[config.mk]
export PLATFORM = sky130hd
export DESIGN_NAME = nn_param_streamer
export DESIGN_NICKNAME = d
export VERILOG_FILES = /design/src/rtl/nn_param_pkg.sv /design/src/rtl/nn_skid_fifo2.sv /design/src/rtl/nn_param_streamer.sv
export SDC_FILE = /design/constraint.sdc
export NUM_CORES = 1
export LEC_CHECK = 0
export ABC_AREA = 0
export CAP_MARGIN = 20
export CELL_PAD_IN_SITES_DETAIL_PLACEMENT = 1
export CELL_PAD_IN_SITES_GLOBAL_PLACEMENT = 1
export CORE_MARGIN = 4
export CORE_UTILIZATION = 35
export CTS_BUF_LIST = sky130_fd_sc_hd__clkbuf_16
export DETAILED_ROUTE_END_ITERATION = 10
export PLACE_DENSITY_LB_ADDON = 0.1
export SLEW_MARGIN = 20
export SYNTH_ARGS = -nofsm -noshare
export SYNTH_HDL_FRONTEND = slang
export SYNTH_SLANG_ARGS = --single-unit
[constraint.sdc]
create_clock -name clk -period 8.1 [get_ports clk]
set_input_delay 2.43 -clock clk [delete_from_list [all_inputs] [get_ports clk]]
set_output_delay 2.43 -clock clk [all_outputs]
set_load 0.05 [all_outputs]
[src/rtl/nn_param_pkg.sv]
// Shared constants, segment encoding and stream tag for the parameter streamer.
// The address map is derived from the layer dimensions so the bases stay consistent.
package nn_param_pkg;

  localparam int IN_DIM     = 7;
  localparam int HID_DIM    = 128;
  localparam int OUT_DIM    = 3;
  localparam int DATA_W     = 9;
  localparam int FRAC_SHIFT = 4;
  localparam int IDX_W      = 7;

  localparam int W1_BASE = 0;
  localparam int B1_BASE = W1_BASE + IN_DIM * HID_DIM;
  localparam int W2_BASE = B1_BASE + HID_DIM;
  localparam int B2_BASE = W2_BASE + HID_DIM * OUT_DIM;
  localparam int TOTAL   = B2_BASE + OUT_DIM;
  localparam int ADDR_W  = 11;

  typedef enum logic [1:0] {SEG_W1, SEG_B1, SEG_W2, SEG_B2} seg_e;

  typedef enum logic [1:0] {ST_IDLE, ST_RUN, ST_DRAIN, ST_DONE} state_e;

  typedef struct packed {
    seg_e             seg;
    logic [IDX_W-1:0] row;
    logic [IDX_W-1:0] col;
    logic             seg_last;
    logic             last;
  } stream_tag_t;

  // Bias segments are a single row; weight segments are rows x cols.
  function automatic logic [IDX_W-1:0] seg_rows_m1(input seg_e s);
    case (s)
      SEG_W1:  return IDX_W'(IN_DIM - 1);
      SEG_W2:  return IDX_W'(HID_DIM - 1);
      default: return '0;
    endcase
  endfunction

  function automatic logic [IDX_W-1:0] seg_cols_m1(input seg_e s);
    case (s)
      SEG_W1, SEG_B1: return IDX_W'(HID_DIM - 1);
      default:        return IDX_W'(OUT_DIM - 1);
    endcase
  endfunction

endpackage

[src/rtl/nn_skid_fifo2.sv]
// Two-entry fall-through FIFO for data plus tag. An incoming word bypasses storage
// when the FIFO is empty and the consumer is ready, so there is no added latency.
module nn_skid_fifo2
  import nn_param_pkg::*;
(
  input  logic              clk,
  input  logic              rst,
  input  logic              in_valid_i,
  input  logic [DATA_W-1:0] in_data_i,
  input  stream_tag_t       in_tag_i,
  output logic              out_valid_o,
  input  logic              out_ready_i,
  output logic [DATA_W-1:0] out_data_o,
  output stream_tag_t       out_tag_o,
  output logic [1:0]        count_o
);

  // Handshake: a word moves when out_valid_o && out_ready_i in the same cycle.
  // The input side has no ready; the producer must never push into a full FIFO.
  logic [DATA_W-1:0] data_q [2];
  stream_tag_t       tag_q  [2];
  logic              wr_q, rd_q;
  logic [1:0]        count_q, count_d;
  logic              empty, push, pop;

  assign empty       = (count_q == 2'd0);
  assign out_valid_o = !empty || in_valid_i;
  assign out_data_o  = empty ? in_data_i : data_q[rd_q];
  assign out_tag_o   = empty ? in_tag_i  : tag_q[rd_q];
  assign push        = in_valid_i && !(empty && out_ready_i);
  assign pop         = !empty && out_ready_i;
  assign count_o     = count_q;

  always_comb begin
    count_d = count_q + {1'b0, push} - {1'b0, pop};
  end

  always_ff @(posedge clk) begin
    if (rst) begin
      wr_q    <= 1'b0;
      rd_q    <= 1'b0;
      count_q <= 2'd0;
    end else begin
      if (push) begin
        data_q[wr_q] <= in_data_i;
        tag_q[wr_q]  <= in_tag_i;
        wr_q         <= ~wr_q;
      end
      if (pop) rd_q <= ~rd_q;
      count_q <= count_d;
    end
  end

endmodule

[src/rtl/nn_param_streamer.sv]
// Walks the parameter RAM in ascending address order, rescales each word and streams
// it with segment/row/column tags. Reads are credit-limited by the output FIFO.
module nn_param_streamer
  import nn_param_pkg::*;
(
  input  logic              clk,
  input  logic              rst,
  input  logic              start,
  output logic              busy,
  output logic              done,
  output logic              mem_rd_en,
  output logic [ADDR_W-1:0] mem_addr,
  input  logic [DATA_W-1:0] mem_rdata,
  output logic              out_valid,
  input  logic              out_ready,
  output logic [DATA_W-1:0] out_data,
  output logic [1:0]        out_seg,
  output logic [6:0]        out_row,
  output logic [6:0]        out_col,
  output logic              out_seg_last,
  output logic              out_last,
  output logic [1:0]        dbg_state
);

  state_e            state_q;
  logic              busy_q, done_q;
  logic [ADDR_W-1:0] ptr_q;
  seg_e              seg_q;
  logic [IDX_W-1:0]  row_q, col_q;
  logic              pend_q;
  stream_tag_t       pend_tag_q, cur_tag, fifo_tag, out_tag;
  logic [DATA_W-1:0] scaled, fifo_data;
  logic              fifo_valid, issue, row_end, col_end;
  logic [1:0]        fifo_count;

  always_comb begin
    row_end          = (row_q == seg_rows_m1(seg_q));
    col_end          = (col_q == seg_cols_m1(seg_q));
    cur_tag          = '0;
    cur_tag.seg      = seg_q;
    cur_tag.row      = row_q;
    cur_tag.col      = col_q;
    cur_tag.seg_last = row_end && col_end;
    cur_tag.last     = row_end && col_end && (seg_q == SEG_B2);
  end

  // Credit: free FIFO slots minus the read still in flight must stay positive.
  assign issue     = (state_q == ST_RUN) &&
                     (({1'b0, fifo_count} + {2'b00, pend_q}) < 3'd2);
  assign mem_rd_en = issue;
  assign mem_addr  = ptr_q;
  assign scaled    = mem_rdata << FRAC_SHIFT;

  nn_skid_fifo2 u_fifo (
    .clk         (clk),
    .rst         (rst),
    .in_valid_i  (pend_q),
    .in_data_i   (scaled),
    .in_tag_i    (pend_tag_q),
    .out_valid_o (fifo_valid),
    .out_ready_i (out_ready),
    .out_data_o  (fifo_data),
    .out_tag_o   (fifo_tag),
    .count_o     (fifo_count)
  );

  assign out_valid    = fifo_valid;
  assign out_data     = fifo_valid ? fifo_data : '0;
  assign out_tag      = fifo_valid ? fifo_tag  : '0;
  assign out_seg      = out_tag.seg;
  assign out_row      = out_tag.row;
  assign out_col      = out_tag.col;
  assign out_seg_last = out_tag.seg_last;
  assign out_last     = out_tag.last;
  assign busy         = busy_q;
  assign done         = done_q;
  assign dbg_state    = state_q;

  always_ff @(posedge clk) begin
    if (rst) begin
      state_q    <= ST_IDLE;
      busy_q     <= 1'b0;
      done_q     <= 1'b0;
      ptr_q      <= '0;
      seg_q      <= SEG_W1;
      row_q      <= '0;
      col_q      <= '0;
      pend_q     <= 1'b0;
      pend_tag_q <= '0;
    end else begin
      pend_q <= issue;
      done_q <= 1'b0;
      if (issue) pend_tag_q <= cur_tag;
      case (state_q)
        ST_IDLE: if (start) begin
          state_q <= ST_RUN;
          busy_q  <= 1'b1;
          ptr_q   <= '0;
          seg_q   <= SEG_W1;
          row_q   <= '0;
          col_q   <= '0;
        end
        ST_RUN: if (issue) begin
          ptr_q <= ptr_q + ADDR_W'(1);
          if (col_end) begin
            col_q <= '0;
            if (row_end) begin
              row_q <= '0;
              seg_q <= seg_e'(seg_q + 2'd1);
            end else begin
              row_q <= row_q + IDX_W'(1);
            end
          end else begin
            col_q <= col_q + IDX_W'(1);
          end
          if (cur_tag.last) state_q <= ST_DRAIN;
        end
        // The final handshake itself ends the pass so done lands one cycle after it.
        ST_DRAIN: if (out_valid && out_ready && out_last) begin
          state_q <= ST_DONE;
          done_q  <= 1'b1;
        end
        ST_DONE: begin
          state_q <= ST_IDLE;
          busy_q  <= 1'b0;
        end
        default: state_q <= ST_IDLE;
      endcase
    end
  end

endmodule

==> results of run 1 <==
-- cell type report --
| class | instances | area [sq um] |
|---|---|---|
| clock buffers | 9 | 225 |
| well taps | 172 | 215 |
| repair buffers | 56 | 541 |
| clock inverters | 7 | 55.1 |
| flip-flops and latches | 101 | 2480 |
| fillers | 1466 | 7210 |
| inverters | 13 | 48.8 |
| multi-input cells | 311 | 1940 |
-- sequential cells by signal, indices dropped and copies added (netlist names), 2 cells and up, named ones only --
signal / cells
u_fifo.tag_q: 36
pend_tag_q: 18
mem_addr: 11
u_fifo.data_q: 10
col_q: 7
row_q: 7
dbg_state: 2
seg_q: 2
u_fifo.count_o: 2
-- layer usage --
metal	global-route usage	vias up	wire (um)
met3	0.0230	11	355
li1	-	1689	-
met1	0.209	1641	5280
met4	0.0553	0	142
met5	0	-	0
met2	0.233	52	4920
-- worst paths after layout --
| path | start | to | slack (ps) | cells after the start |
|---|---|---|---|---|
| max | mem_rdata[3] | out_data[7] | 1720 | 4 |
| min | busy | busy | 490 | 2 |
| max reg2reg | dbg_state[0] | col_q[5] | 5710 | 6 |
| min reg2reg | busy | busy | 490 | 2 |
-- logic make-up (layout without fill, tap and decap cells) --
kind of cell	Yosys count	in the layout	share of synthesized area
XOR/XNOR	17	17	0.0324
other	1	4	0.000816
buffers and inverters	43	85	0.0417
AO/OA/AOI/OAI	76	76	0.106
adder cells (fa/ha/maj)	13	13	0.0354
AND/OR/NAND/NOR	173	173	0.182
multiplexers	28	28	0.0613
flip-flops	101	101	0.540
-- power by group --
part | switching, mW | leakage, nW | internal (mW) | total, mW
registers | 0.0481 | 0.869 | 0.563 | 0.611
clock network | 0.197 | 0.134 | 0.212 | 0.409
logic | 0.555 | 0.791 | 0.254 | 0.810
-- worst register-to-register path, stage by stage, from the launching register on --
cell and delay, ps:
dfxtp_1 420, ha_1 500, nand2_1 140, buf_4 250, nor4_2 530, o21ai_0 180, a311oi_1 270
-- per-stage QoR --
| step | cells | power [mW] | worst slack (ps) | util |
|---|---|---|---|---|
| after floorplan | 455 | 1.20 | 2650 | - |
| after global placement | 653 | 1.43 | 1750 | 0.411 |
| after detailed placement | 653 | 1.45 | 1690 | 0.411 |
| after CTS | 669 | 1.86 | 1690 | 0.433 |
| after global routing | 669 | 1.94 | 1620 | 0.433 |
| final | 669 | 1.83 | 1720 | 0.433 |
-- layout by cell type, fill, tap and decap left out, types with 3 or more instances in the layout --
cell and instances:
nor3_1 7, nand4_1 4, buf_4 8, nor2b_1 3, nor4b_1 4, nor2_1 31
edfxtp_1 46, xnor2_1 15, ha_1 13, nor3b_1 4, o21ai_0 24, inv_1 12
dfxtp_1 54, clkdlybuf4s50_1 48, clkbuf_16 9, mux2i_1 27, nand2_1 58, a31oi_1 3
and3_1 3, a21oi_1 25, nand3_1 37, inv_6 3, nor4_1 6, conb_1 4
==> flow_metrics.py, run 1 <==
metrics = {
    "yosys": {
        "synthArstFlopShare": 0,
        "yosysMostFrequentCell": "nand2_1",
        "ys_seq_elements": 101,
        "synthTopCellsByArea": "edfxtp_1 30%, dfxtp_1 24%, mux2i_1 5.9%",
        "yosysWarnings": 0,
        "ys_seq_area_frac": 0.540,
        "netlist_instances": 452,
        "synth_edf_count": 46,
        "syn_area_sq_um": 4600,
        "yosysTopAreaCellShare": 0.301,
        "synthFlopType": "dfxtp_1",
        "synth_cell_types": 57,
        "yosysTopAreaCell": "edfxtp_1",
        "avgSynthCellArea_sq_um": 10.2,
        "yosys-top-cells-count": "58 x nand2_1, 55 x dfxtp_1, 46 x edfxtp_1",
    },
    "setup_path": {
        "critical_path_class": "in2out",
        "end_kind": "output pin",
        "start_kind": "input port",
        "critPathArrivalTime_ps": 3950,
        "critPathBufInv": 2,
        "path_max_fanout": 3,
        "critPathSlowestCell": "clkdlybuf4s50_1",
        "slowest_delay_ps": 840,
        "cp_top_family": "buffers and inverters",
        "crit_top_cell": "clkdlybuf4s50_1",
        "path_cells": "clkdlybuf4s50_1, nand3_1, o21ai_0, clkdlybuf4s50_1",
        "worstPathRequired_ps": 5670,
    },
    "finish": {
        "diodes": 0,
        "drive_above_1_share": 0.0704,
        "layout.nets": 518,
        "stdcell_area_sq_um": 5510,
        "areaGrowthSynthToFinish_pct": 19.9,
    },
    "placement": {
        "post-dp-hpwl_um": 7170,
        "placed_area_sq_um": 5230,
        "gp_congestion": 0.759,
        "portBuffers": 48,
    },
    "cts": {
        "cts_tree": "done",
        "cts_setup_buffers": 0,
        "root_buffer": "clkbuf_16",
        "numCtsBuffers": 9,
        "cts_hold_buf": 0,
        "path_clk_slew_ps": 70,
        "htreeDepth": 3,
        "clk_latency_ps": 340,
        "cts_sinks": 101,
        "cts_resized": 0,
        "cts_buffer_depth": 2,
    },
    "die": {
        "rows": 41,
        "core_sq_um": 12700,
        "die_h_um": 123,
        "io_pins": 57,
        "dieArea_sq_um": 15000,
        "die_w_um": 123,
        "start_util": 0.361,
    },
    "sta": {
        "finClkSkew_ps": 8.80,
        "tns_ps": 0,
        "timing.final.hold_violations": 0,
        "timing.fmax_mhz": 157,
        "setup_viol": 0,
        "post-route-period-util": 0.788,
        "period_needed_ps": 6380,
        "grt_setup_unrepaired": "no",
        "slew_headroom": 0.493,
        "drv_slew": 0,
        "holdWs_ps": 487,
        "worstMarginPinSlew_ps": 760,
    },
    "global_routing": {
        "grt_usage": 0.149,
        "grt_max_degree": 50,
        "grt-ovfl-total": 0,
        "grt_pass1_vias": 3516,
        "antenna_found_initial": 0,
        "grt_pass1_wl_um": 18000,
    },
    "detailed_routing": {
        "drc": 0,
        "viasPerCell": 5.07,
        "vias": 3393,
        "antenna_left": 0,
        "dr.first_iter.drc_count": 178,
        "wl_um": 10700,
        "wire_per_inst_um": 16.0,
        "firstDrtPassIters": 4,
    },
    "power_and_ir_drop": {
        "vdd_drop_max_mv": 0.102,
        "power_leakage_nw": 1.80,
        "power_density_nw_per_um2": 332,
    },
    "hold_path": {
        "hold_path_class": "reg2reg",
    },
    "flow_run": {
        "cap_viol_max_count": 0,
    },
    "status": {
        "status": "finished clean",
    },
}
Power figures use the tool's default switching activity.
==> inputs of run 2 (changes only) <==
==> constraint.sdc (replaced) <==
create_clock -name clk -period 6.6 [get_ports clk]
set_input_delay 1.98 -clock clk [delete_from_list [all_inputs] [get_ports clk]]
set_output_delay 1.98 -clock clk [all_outputs]
set_load 0.05 [all_outputs]
==> flow_metrics.py, run 2 (same netlist as run 1, synthesis figures left out) <==
metrics = {
    "power_and_ir_drop": {
        "vdd_drop_max_mv": 0.151,
        "power_leakage_nw": 1.84,
        "power_density_nw_per_um2": 421,
    },
    "global_routing": {
        "grt_usage": 0.147,
        "grt_pass1_wl_um": 17600,
        "grt-ovfl-total": 0,
        "grt_max_degree": 43,
        "grt_pass1_vias": 3570,
        "antenna_found_initial": 0,
    },
    "cts": {
        "path_clk_slew_ps": 70,
        "cts_tree": "done",
        "cts_buffer_depth": 2,
        "root_buffer": "clkbuf_16",
        "cts_hold_buf": 0,
        "numCtsBuffers": 9,
        "cts_resized": 0,
        "cts_setup_buffers": 0,
        "clk_latency_ps": 340,
        "htreeDepth": 3,
        "cts_sinks": 101,
    },
    "finish": {
        "layout_common_cells": "58 x nand2_1, 55 x dfxtp_1, 48 x clkdlybuf4s50_1",
        "stdcell_area_sq_um": 5600,
        "layout.nets": 521,
        "areaGrowthSynthToFinish_pct": 21.8,
        "mostFrequentLayoutCell": "nand2_1",
        "drive_above_1_share": 0.0740,
        "largest_reg_flops": 36,
        "diodes": 0,
        "top_register": "u_fifo.tag_q",
    },
    "setup_path": {
        "crit_top_cell": "clkdlybuf4s50_1",
        "worstPathRequired_ps": 4620,
        "critPathArrivalTime_ps": 3480,
        "critPathSlowestCell": "clkdlybuf4s50_1",
        "ff2ff_path_depth": 7,
        "path_cells": "clkdlybuf4s50_1, nand3_1, o21ai_0, clkdlybuf4s50_1",
        "r2r-start": "dbg_state[1]",
        "start_kind": "input port",
        "path_max_fanout": 3,
        "cp_top_family": "buffers and inverters",
        "end_kind": "output pin",
        "rr_endpoint": "row_q[6]",
        "critical_path_class": "in2out",
        "ff2ff_setup_slack_ps": 4280,
        "slowest_delay_ps": 820,
        "critPathBufInv": 2,
    },
    "placement": {
        "placed_area_sq_um": 5250,
        "gp_congestion": 0.759,
        "portBuffers": 48,
        "post-dp-hpwl_um": 6970,
        "dp_slack_ps": 1110,
    },
    "sta": {
        "drv_slew": 0,
        "post-route-period-util": 0.828,
        "holdWs_ps": 484,
        "setup_viol": 0,
        "tns_ps": 0,
        "finClkSkew_ps": 6.98,
        "timing.final.hold_violations": 0,
        "grt_setup_unrepaired": "no",
        "slew_headroom": 0.539,
        "timing.fmax_mhz": 183,
        "period_needed_ps": 5460,
        "finalWorstSetupSlack_ps": 1140,
        "worstMarginPinSlew_ps": 687,
    },
    "hold_path": {
        "hold_path_class": "reg2reg",
        "hold_depth": 0,
        "hold_end": "u_fifo.tag_q[1][14]",
        "min_from": "pend_tag_q[14]",
    },
    "status": {
        "status": "finished clean",
    },
    "detailed_routing": {
        "wire_per_inst_um": 15.6,
        "firstDrtPassIters": 4,
        "dr.first_iter.drc_count": 185,
        "wl_um": 10500,
        "drc": 0,
        "antenna_left": 0,
        "viasPerCell": 5.14,
        "vias": 3454,
    },
    "die": {
        "die_w_um": 123,
        "io_pins": 57,
        "start_util": 0.361,
        "core_sq_um": 12700,
        "rows": 41,
        "die_h_um": 123,
        "dieArea_sq_um": 15000,
    },
    "flow_run": {
        "cap_viol_max_count": 0,
    },
}
run 2: cell types whose count changed in the layout (fill, tap and decap cells not counted), moves of 2 or more:
cell and change:
buf_4 +3, bufinv_16 +3, inv_6 -2, clkinv_4 -2
run 2: area by class of cell:
class / count / area (sq um)
Clock buffer: 9 / 225
Multi-Input combinational cell: 311 / 1950
Inverter: 13 / 48.8
Timing Repair Buffer: 59 / 563
Tap cell: 172 / 215
Sequential cell: 101 / 2480
Fill cell: 1449 / 7130
Clock inverter: 7 / 114
run 2: where the power goes:
part / internal (mW) / switching (mW) / leakage [nW]
Clock: 0.369 / 0.231 / 0.165
Sequential: 0.691 / 0.0380 / 0.869
Combinational: 0.320 / 0.705 / 0.809
run 2: worst max-delay path by stage:
| stage | slack [ps] | to | startpoint | cells past startpoint |
|---|---|---|---|---|
| after detailed placement | 1110 | out_data[4] | mem_rdata[0] | 4 |
| after global placement | 1120 | out_data[6] | mem_rdata[2] | 4 |
| final | 1140 | out_data[4] | mem_rdata[0] | 4 |
| after floorplan | 2050 | out_data[4] | mem_rdata[0] | 2 |
| after global routing | 1060 | out_data[5] | mem_rdata[1] | 4 |
| after CTS | 1100 | out_data[4] | mem_rdata[0] | 4 |
run 2: worst reg2reg max path: cells and delay by family (launching register included):
kind	cells	cell delay [ps]
AOI/OAI and AO/OA	2	780
adders and majority gates	1	460
DFF	1	360
buffers and inverters	2	310
and+or+nand+nor	1	180
muxes	1	140
run 2: metal layers:
metal | share of wire | up-vias | wire length [um] | track usage
li1 | - | 1697 | - | -
met1 | 0.49 | 1688 | 5160 | 0.196
met2 | 0.46 | 56 | 4820 | 0.238
met3 | 0.030 | 13 | 316 | 0.0258
met4 | 0.016 | 0 | 166 | 0.0546
met5 | 0 | - | 0 | 0
run 2: metrics by stage:
step                      power [mW]  instances  utilization
final                           2.36        672        0.440
after global routing            2.49        672        0.440
after detailed placement        1.77        656        0.413
after floorplan                 1.47        455            -
after global placement          1.76        656        0.413
after CTS                       2.39        672        0.439
==> inputs of run 3 (changes only) <==
==> constraint.sdc (replaced) <==
create_clock -name clk -period 4.79 [get_ports clk]
set_input_delay 1.437 -clock clk [delete_from_list [all_inputs] [get_ports clk]]
set_output_delay 1.437 -clock clk [all_outputs]
set_load 0.05 [all_outputs]
==> flow_metrics.py, run 3 (same netlist as run 1, synthesis figures left out) <==
metrics = {
    "detailed_routing": {
        "drc": 0,
        "vias": 3394,
        "wire_per_inst_um": 16.0,
        "wl_um": 10700,
        "antenna_left": 0,
        "viasPerCell": 5.05,
        "dr.first_iter.drc_count": 145,
        "firstDrtPassIters": 4,
    },
    "sta": {
        "post-route-period-util": 0.916,
        "timing.final.hold_violations": 0,
        "setup_viol": 0,
        "worstMarginPinSlew_ps": 860,
        "timing.fmax_mhz": 228,
        "finalWorstSetupSlack_ps": 404,
        "period_needed_ps": 4390,
        "drv_slew": 0,
        "holdWs_ps": 488,
        "slew_headroom": 0.426,
        "tns_ps": 0,
        "grt_setup_unrepaired": "no",
        "finClkSkew_ps": 6.42,
    },
    "cts": {
        "htreeDepth": 3,
        "cts_resized": 0,
        "root_buffer": "clkbuf_16",
        "cts_tree": "done",
        "cts_setup_buffers": 0,
        "cts_sinks": 101,
        "path_clk_slew_ps": 70,
        "numCtsBuffers": 9,
        "cts_hold_buf": 0,
        "cts_buffer_depth": 2,
        "clk_latency_ps": 350,
    },
    "die": {
        "die_w_um": 123,
        "start_util": 0.361,
        "die_h_um": 123,
        "rows": 41,
        "core_sq_um": 12700,
        "io_pins": 57,
        "dieArea_sq_um": 15000,
    },
    "hold_path": {
        "hold_path_class": "reg2reg",
        "min_from": "busy",
    },
    "setup_path": {
        "crit_top_cell": "clkdlybuf4s50_1",
        "path_max_fanout": 3,
        "path_cells": "clkdlybuf4s50_1, nand3_1, o21ai_0, clkdlybuf4s50_1",
        "r2r-start": "seg_q[1]",
        "start_kind": "input port",
        "critPathSlowestCell": "clkdlybuf4s50_1",
        "worstPathRequired_ps": 3350,
        "end_kind": "output pin",
        "slowest_delay_ps": 830,
        "critPathArrivalTime_ps": 2950,
        "critPathLaunch": "mem_rdata[0]",
        "critical_path_class": "in2out",
    },
    "global_routing": {
        "grt_usage": 0.153,
        "grt_util_met3": 0.0373,
        "grtUsageMet1": 0.204,
        "gr-max-usage-layer": "met2",
        "grt_pass1_vias": 3564,
        "grt-ovfl-total": 0,
        "grt_max_degree": 50,
        "grtUsageMet2": 0.243,
        "grt_pass1_wl_um": 18100,
        "antenna_found_initial": 0,
    },
    "finish": {
        "drive_above_1_share": 0.0720,
        "mostFrequentLayoutCell": "nand2_1",
        "areaGrowthSynthToFinish_pct": 20.5,
        "stdcell_area_sq_um": 5540,
        "largest_reg_flops": 36,
        "layout.nets": 521,
        "diodes": 0,
        "layout_common_cells": "58 x nand2_1, 55 x dfxtp_1, 47 x clkdlybuf4s50_1",
        "top_register": "u_fifo.tag_q",
    },
    "status": {
        "status": "finished clean",
    },
    "placement": {
        "post-dp-hpwl_um": 7090,
        "placed_area_sq_um": 5250,
        "gp_congestion": 0.810,
        "portBuffers": 48,
        "dp_slack_ps": 388,
    },
    "power_and_ir_drop": {
        "power_leakage_nw": 1.82,
        "vdd_drop_max_mv": 0.252,
        "power_density_nw_per_um2": 567,
    },
    "flow_run": {
        "cap_viol_max_count": 0,
    },
}
## run 3: final timing paths
path	cells after the start	end	slack (ps)
setup / recovery	4	out_data[4]	400
hold reg to reg	2	busy	490
hold / removal	2	busy	490
setup reg to reg	7	row_q[6]	2490
## run 3: power by group
part / internal (mW) / switching (mW)
clock: 0.402 / 0.318
sequential: 0.952 / 0.0464
combinational: 0.437 / 0.984
total: 1.79 / 1.35
## run 3: through the flow
step,instances,util,total power [mW]
final,672,0.435,3.14
after global routing,672,0.435,3.33
after CTS,672,0.435,3.20
after detailed placement,656,0.412,2.46
after global placement,656,0.412,2.44
after floorplan,455,-,2.03
## run 3: per-layer routing
layer | vias up | part of all wire | routed length [um]
li1 | 1695 | - | -
met5 | - | 0 | 0
met4 | 0 | 0.016 | 170
met2 | 52 | 0.47 | 5010
met1 | 1632 | 0.48 | 5130
met3 | 15 | 0.040 | 428
## run 3: area by class of cell
type | instances | area [sq um]
clock buffers | 9 | 225
clock inverters | 7 | 63.8
fillers | 1463 | 7190
inverters | 13 | 48.8
multi-input cells | 311 | 1940
flip-flops and latches | 101 | 2480
well taps | 172 | 215
repair buffers | 59 | 561
## run 3: critical path, delay by kind of cell
| family | cells | cell delay (ps) |
|---|---|---|
| buffers and inverters | 2 | 1330 |
| AO/OA/AOI/OAI | 1 | 100 |
| AND/OR/NAND/NOR | 1 | 80 |
